--- config.mk ---
export PLATFORM = sky130hd
export DESIGN_NAME = led_matrix_gray_flat
export DESIGN_NICKNAME = d
export VERILOG_FILES = /design/src/rtl/led_matrix_gray_if.sv /design/src/rtl/led_matrix_gray.sv /design/src/flat_wrapper.sv
export SDC_FILE = /design/constraint.sdc
export NUM_CORES = 1
export LEC_CHECK = 0
export ABC_AREA = 1
export ABC_CLOCK_PERIOD_IN_PS = 3100
export BUFFER_PORTS_ARGS = -buffer_cell sky130_fd_sc_hd__buf_2
export CORE_MARGIN = 8
export CORE_UTILIZATION = 50
export DETAILED_ROUTE_END_ITERATION = 8
export PLACE_DENSITY = 0.77
export SYNTH_ARGS = -nofsm -noshare
export SYNTH_HDL_FRONTEND = slang
export SYNTH_SLANG_ARGS = --single-unit
export TNS_END_PERCENT = 10
--- constraint.sdc ---
create_clock -name clk -period 3.1 [get_ports clk]
set_clock_uncertainty 0.2 [all_clocks]
set_input_delay 0.31 -clock clk [delete_from_list [all_inputs] [get_ports clk]]
set_output_delay 0.31 -clock clk [all_outputs]
set_load 0.02 [all_outputs]
--- src/rtl/led_matrix_gray_if.sv ---
// rtl/led_matrix_gray_if.sv - host-side write/swap/intensity port of the grayscale LED matrix scanner
interface led_matrix_gray_if #(
  parameter int ROWS = 8,
  parameter int COLS = 4,
  parameter int BPP  = 2
);
  localparam int CW = (COLS > 1) ? $clog2(COLS) : 1;

  logic                 wr_en;
  logic [CW-1:0]        wr_col;
  logic [ROWS*BPP-1:0]  wr_data;
  logic                 swap;
  logic                 swap_pending;
  logic [3:0]           intensity;

  // Host side: pattern generator / loader drives writes, swap requests and brightness.
  modport master (
    output wr_en, wr_col, wr_data, swap, intensity,
    input  swap_pending
  );

  // Scanner side.
  modport slave (
    input  wr_en, wr_col, wr_data, swap, intensity,
    output swap_pending
  );
endinterface

--- src/rtl/led_matrix_gray.sv ---
// rtl/led_matrix_gray.sv - double-buffered BPP-bit grayscale multiplexed LED matrix scanner (option LED_MATRIX_GRAY_BLANK_EN)
module led_matrix_gray #(
  parameter int ROWS    = 8,
  parameter int COLS    = 4,
  parameter int BPP     = 2,
  parameter int N       = 10,
  parameter int ROW_POL = 1,
  parameter int COL_POL = 1
) (
  input  logic                clk,
  input  logic                rst,
  led_matrix_gray_if.slave    host,
  output logic                frame_tick,
  output logic [ROWS-1:0]     rows,
  output logic [COLS-1:0]     cols
);

  localparam int CW = (COLS > 1) ? $clog2(COLS) : 1;
  localparam int PW = ROWS * BPP;
  localparam int S  = (1 << BPP) - 1;

  localparam logic            ROW_ON    = (ROW_POL != 0);
  localparam logic            COL_ON    = (COL_POL != 0);
  localparam logic [ROWS-1:0] ROWS_OFF  = {ROWS{~ROW_ON}};
  localparam logic [COLS-1:0] COLS_OFF  = {COLS{~COL_ON}};
  localparam logic [BPP-1:0]  SLOT_LAST = BPP'(S - 1);
  localparam logic [CW-1:0]   COL_LAST  = CW'(COLS - 1);

  // Scan position: prescaler inside a slot, gray slot inside a column, column inside a frame.
  logic [N-1:0]   presc_q, presc_d;
  logic [BPP-1:0] slot_q,  slot_d;
  logic [CW-1:0]  col_q,   col_d;

  // Two frame stores; front_q picks the one being displayed, the other takes host writes.
  logic [PW-1:0]  mem_q [2][COLS];
  logic           front_q, front_d;
  logic           pend_q,  pend_d;

  logic [ROWS-1:0] rows_q, rows_d;
  logic [COLS-1:0] cols_q, cols_d;

  logic presc_last, slot_last, col_last, frame_end;
  logic wr_ok;

  assign presc_last = (presc_q == {N{1'b1}});
  assign slot_last  = (slot_q == SLOT_LAST);
  assign col_last   = (col_q == COL_LAST);
  assign frame_end  = presc_last & slot_last & col_last;
  assign wr_ok      = host.wr_en && (int'(host.wr_col) < COLS);

  // frame_tick marks the last counter state of a frame; reset suppresses it.
  assign frame_tick        = frame_end & ~rst;
  assign host.swap_pending = pend_q;
  assign rows              = rows_q;
  assign cols              = cols_q;

  // Counter next state: presc wraps into slot, slot wraps into column.
  always_comb begin
    presc_d = presc_q + 1'b1;
    slot_d  = slot_q;
    col_d   = col_q;
    if (presc_last) begin
      slot_d = slot_last ? '0 : slot_q + 1'b1;
      if (slot_last) begin
        col_d = col_last ? '0 : col_q + 1'b1;
      end
    end
  end

  // Swap bookkeeping: a request is latched and only honoured at the frame boundary.
  always_comb begin
    front_d = front_q;
    pend_d  = pend_q;
    if (frame_end && (pend_q || host.swap)) begin
      front_d = ~front_q;
      pend_d  = 1'b0;
    end else if (host.swap) begin
      pend_d = 1'b1;
    end
  end

  // Pixel drive for the current counter state; becomes visible one clock later.
  always_comb begin
    logic [PW-1:0]   col_word;
    logic [ROWS-1:0] lit;
    logic [COLS-1:0] onehot;
    logic            gate_on;
    logic            blank;

    col_word = mem_q[front_q][col_q];
    lit      = '0;
    for (int r = 0; r < ROWS; r++) begin
      lit[r] = (col_word[r*BPP +: BPP] > slot_q);
    end

    gate_on = (presc_q[N-1 -: 4] <= host.intensity);
`ifdef LED_MATRIX_GRAY_BLANK_EN
    // Dark rows while the column drivers settle on a new column.
    blank = (slot_q == '0) && (presc_q < N'(4));
`else
    blank = 1'b0;
`endif

    rows_d = ROWS_OFF;
    if (gate_on && !blank) begin
      rows_d = ROW_ON ? lit : ~lit;
    end

    onehot        = '0;
    onehot[col_q] = 1'b1;
    cols_d        = COL_ON ? onehot : ~onehot;
  end

  // Counters, swap state and registered outputs.
  always_ff @(posedge clk) begin
    if (rst) begin
      presc_q <= '0;
      slot_q  <= '0;
      col_q   <= '0;
      front_q <= 1'b0;
      pend_q  <= 1'b0;
      rows_q  <= ROWS_OFF;
      cols_q  <= COLS_OFF;
    end else begin
      presc_q <= presc_d;
      slot_q  <= slot_d;
      col_q   <= col_d;
      front_q <= front_d;
      pend_q  <= pend_d;
      rows_q  <= rows_d;
      cols_q  <= cols_d;
    end
  end

  // Frame stores: host writes go to the buffer that is back in this cycle.
  always_ff @(posedge clk) begin
    if (rst) begin
      for (int b = 0; b < 2; b++) begin
        for (int c = 0; c < COLS; c++) begin
          mem_q[b][c] <= '0;
        end
      end
    end else if (wr_ok) begin
      mem_q[~front_q][host.wr_col] <= host.wr_data;
    end
  end

endmodule

--- src/flat_wrapper.sv ---
// flat-port wrapper written by rule: the top's interface ports become plain ports
module led_matrix_gray_flat 
#(
  parameter int ROWS    = 8,
  parameter int COLS    = 4,
  parameter int BPP     = 2,
  parameter int N       = 10,
  parameter int ROW_POL = 1,
  parameter int COL_POL = 1
)
  (clk, rst, frame_tick, rows, cols, host_wr_en, host_wr_col, host_wr_data, host_swap, host_intensity, host_swap_pending);
  led_matrix_gray_if #(.ROWS(ROWS), .COLS(COLS), .BPP(BPP)) host_i ();
  input  logic clk;
  input  logic rst;
  output logic frame_tick;
  output logic [ROWS-1:0] rows;
  output logic [COLS-1:0] cols;
  input wire logic [$bits(host_i.wr_en)-1:0] host_wr_en;
  input wire logic [$bits(host_i.wr_col)-1:0] host_wr_col;
  input wire logic [$bits(host_i.wr_data)-1:0] host_wr_data;
  input wire logic [$bits(host_i.swap)-1:0] host_swap;
  input wire logic [$bits(host_i.intensity)-1:0] host_intensity;
  output wire logic [$bits(host_i.swap_pending)-1:0] host_swap_pending;
  assign host_i.wr_en = host_wr_en;
  assign host_i.wr_col = host_wr_col;
  assign host_i.wr_data = host_wr_data;
  assign host_i.swap = host_swap;
  assign host_i.intensity = host_intensity;
  assign host_swap_pending = host_i.swap_pending;
  led_matrix_gray #(.ROWS(ROWS), .COLS(COLS), .BPP(BPP), .N(N), .ROW_POL(ROW_POL), .COL_POL(COL_POL)) u_core (.clk(clk), .rst(rst), .host(host_i), .frame_tick(frame_tick), .rows(rows), .cols(cols));
endmodule
==> run_results.csv <==
group,metric,value,unit
timing,rsz0062_at_grt,"no",
detailed_routing,drt_iter0_markers,508,
yosys,syn_avg_cell_area,10.3,sq um
setup_path,rr_worst_depth,7,
setup_path,critPathTopFamily,"flip-flops",
timing,hold_viol_final,0,
timing,fin_crit,2530,ps
min_path,hold_path_depth,2,
yosys,synthAdderAreaFrac,4.49,%
yosys,synth-simple-area-share,16.5,%
setup_path,required,3210,ps
yosys,ys_ff_latch,157,
floorplan,io-pin-count,40,
yosys,async_flop_share,0,%
outcome,status,"completed",
clocking,cts_sinks,157,
detailed_routing,drcViolationCount,0,
floorplan,die_x,134,microns
clocking,clock_latency,420,ps
setup_path,path_cells,"clkinv_1, a31oi_1, ha_1, inv_1, nor2_1, o21ai_0, nor2_1",
floorplan,die_y,134,microns
setup_path,cp.buffers_inverters,2,
yosys,synth-compound-area-share,10.8,%
yosys,synthTopCellsByArea,"edfxtp_1 55%, nor2_1 11%, dfxtp_1 8.3%",
layout,drive_above_1_share,14.9,%
yosys,syn_inst,673,
power_and_ir_drop,powerDensity,599,mW/mm^2
min_path,holdPathEnd,"u_core.presc_q[0]",
layout,fillers,1095,
yosys,synth-edff-count,128,
setup_path,cp_num_cells,7,
yosys,synth_fp_nets,724,
layout,seq_area,0.00443,sq mm
yosys,synth.mux.area_fraction,0,%
setup_path,rrSetupSlack,570,ps
timing,max_slew_margin,20.9,%
timing,fmax,396,MHz
global_routing,grt_pass1_wl,25.2,mm
timing,min_period_over_period,81.5,%
timing,fin_ws,573,ps
detailed_routing,vias,5052,
layout,layout.cells.non_filler,913,
yosys,synth_top_flop_cell,"edfxtp_1",
clocking,cts_tree,"built",
layout,layout_common_cells,"202 x nor2_1, 128 x edfxtp_1, 68 x o21ai_0",
detailed_routing,vias_per_cell,5.53,
yosys,synth_top_area_share,55.2,%
setup_path,end_kind,"flip-flop",
power_and_ir_drop,vdd_drop_max,0.000391,V
detailed_routing,wl_per_cell,17.2,microns
global_routing,grt_pass1_vias,5086,
yosys,synth_top_cell_by_area,"edfxtp_1",
setup_path,worstReg2RegEnd,"u_core.rows[0]",
place,dp_cells,880,
place,dp_slack,560,ps
layout,final_common_cell,"nor2_1",
layout,syn2layout_area_growth,15.6,%
layout,nets,771,
floorplan,core_area,0.0137,sq mm
yosys,ys_seq_area_share,63.5,%
setup_path,cp_max_fo,16,
timing,setup_viol,0,
global_routing,track_usage,18.2,%
clocking,cts.htree.levels,4,
yosys,synth_top_family_by_area,"simple AND/OR/NAND/NOR gates",
place,hpwl,10.6,mm
setup_path,cp_slowest_cell,"dfxtp_1",
layout,antenna_cells,0,
clocking,cts-root-buf,"clkbuf_16",
floorplan,die_area,0.0180,sq mm
detailed_routing,drtPass1Iterations,5,
setup_path,arrival,2630,ps
yosys,synth_warnings,0,
layout,multi_input_area,0.00223,sq mm
setup_path,path_class,"flip-flop to flip-flop",
timing,worstMarginPinSlew,1180,ps
clocking,cts_resized,0,
setup_path,start_kind,"flip-flop",
setup_path,critical_path.max_stage_delay,750,ps
clocking,cts_buffers,17,
detailed_routing,drt_wl_total,15.7,mm
clocking,clkTransAtPathRegs,60,ps
power_and_ir_drop,leakage,3.34,nW
setup_path,reg2reg_from,"u_core.col_q[1]",
min_path,min_path_type,"primary input to flip-flop",
yosys,synth_xor_area_share,0.126,%
timing,setup_tns,0,ps
layout,final_util,58.7,%
global_routing,grt_antenna_before_repair,0,
clocking,cts_max_path_buffers,2,
yosys,netlist_area,0.00696,sq mm
yosys,yosysUniqueCellTypes,34,
place,gp_congestion,0.839,
min_path,min_from,"rst",
global_routing,grt_max_degree,65,
detailed_routing,ant_nets,0,
floorplan,start_util,50.8,%
timing,slew_violations,0,
setup_path,crit_top_cell,"nor2_1",
job,max_cap_viol_count,0,
floorplan,fp-row-count,43,
place,port_buffers,39,
global_routing,grt_overflow,0,
## cell type report
type	instances	share of cell area [%]
multi-input cells	436	27.7
clock inverters	13	2.42
repair buffers	58	4.38
clock buffers	19	5.38
well taps	180	2.80
flip-flops and latches	157	54.9
inverters	50	2.33
## metal layers
metal / track usage, % / part of all wire, % / vias to the layer above
li1: - / - / 2396
met1: 20.8 / 39 / 2386
met2: 30.3 / 50 / 221
met3: 4.82 / 7.9 / 49
met4: 10.9 / 3.4 / 0
met5: 0 / 0 / -
## cell families (layout without fill, tap and decap cells)
family | after synthesis | in the layout
AO/OA/AOI/OAI | 136 | 136
XOR/XNOR | 1 | 1
adder cells (fa/ha/maj) | 25 | 25
buffers and inverters | 80 | 140
flip-flops | 157 | 157
AND/OR/NAND/NOR | 274 | 274
## through the flow
step	total power [mW]	instance area, sq um	hold slack [ps]
2_1_floorplan	2.55	6960	218
3_3_place_gp	2.64	7420	230
3_5_place_dp	2.65	7420	258
4_1_cts	4.84	8050	5.70
5_1_grt	4.96	8050	27.0
6_report	4.82	8050	14.4
## sequential cells by signal, summed over array words and instances, names as in the netlist, named ones only
register and cells:
u_core.presc_q 10, u_core.col_q 2, u_core.mem_q 128, u_core.host.swap_pending 1
u_core.cols 4, u_core.rows 8, u_core.slot_q 2, u_core.front_q 1
## Yosys cell counts (6+ instances only)
cell type  count
nor2_1       202
edfxtp_1     128
o21ai_0       68
nand2_1       50
inv_1         42
dfxtp_1       29
ha_1          25
o21ai_1       19
a21oi_1       17
buf_2         16
clkbuf_1      12
a31oi_1        8
o221ai_1       8
o22ai_1        8
inv_2          6
## timing repair
action                                 in CTS  in global routing
setup buffers                               0                  0
endpoints found under the hold margin       1                  0
hold buffers                                1                  0
## power by group
group          internal (mW)  switching, mW  total (mW)
clock                   1.42          0.794        2.21
sequential              2.37         0.0269        2.40
combinational         0.0581          0.150       0.208
total                   3.85          0.971        4.82
## how the worst max path moves through the flow
stage / to / slack (ps) / startpoint
2_1_floorplan: u_core.mem_q[1][16] / 710 / u_core.front_q
4_1_cts: u_core.rows[4] / 600 / u_core.col_q[1]
3_3_place_gp: u_core.mem_q[0][58] / 670 / rst
5_1_grt: u_core.rows[4] / 370 / u_core.col_q[1]
3_5_place_dp: u_core.mem_q[0][60] / 560 / rst
6_report: u_core.rows[0] / 570 / u_core.col_q[1]
Power figures use the tool's default switching activity.
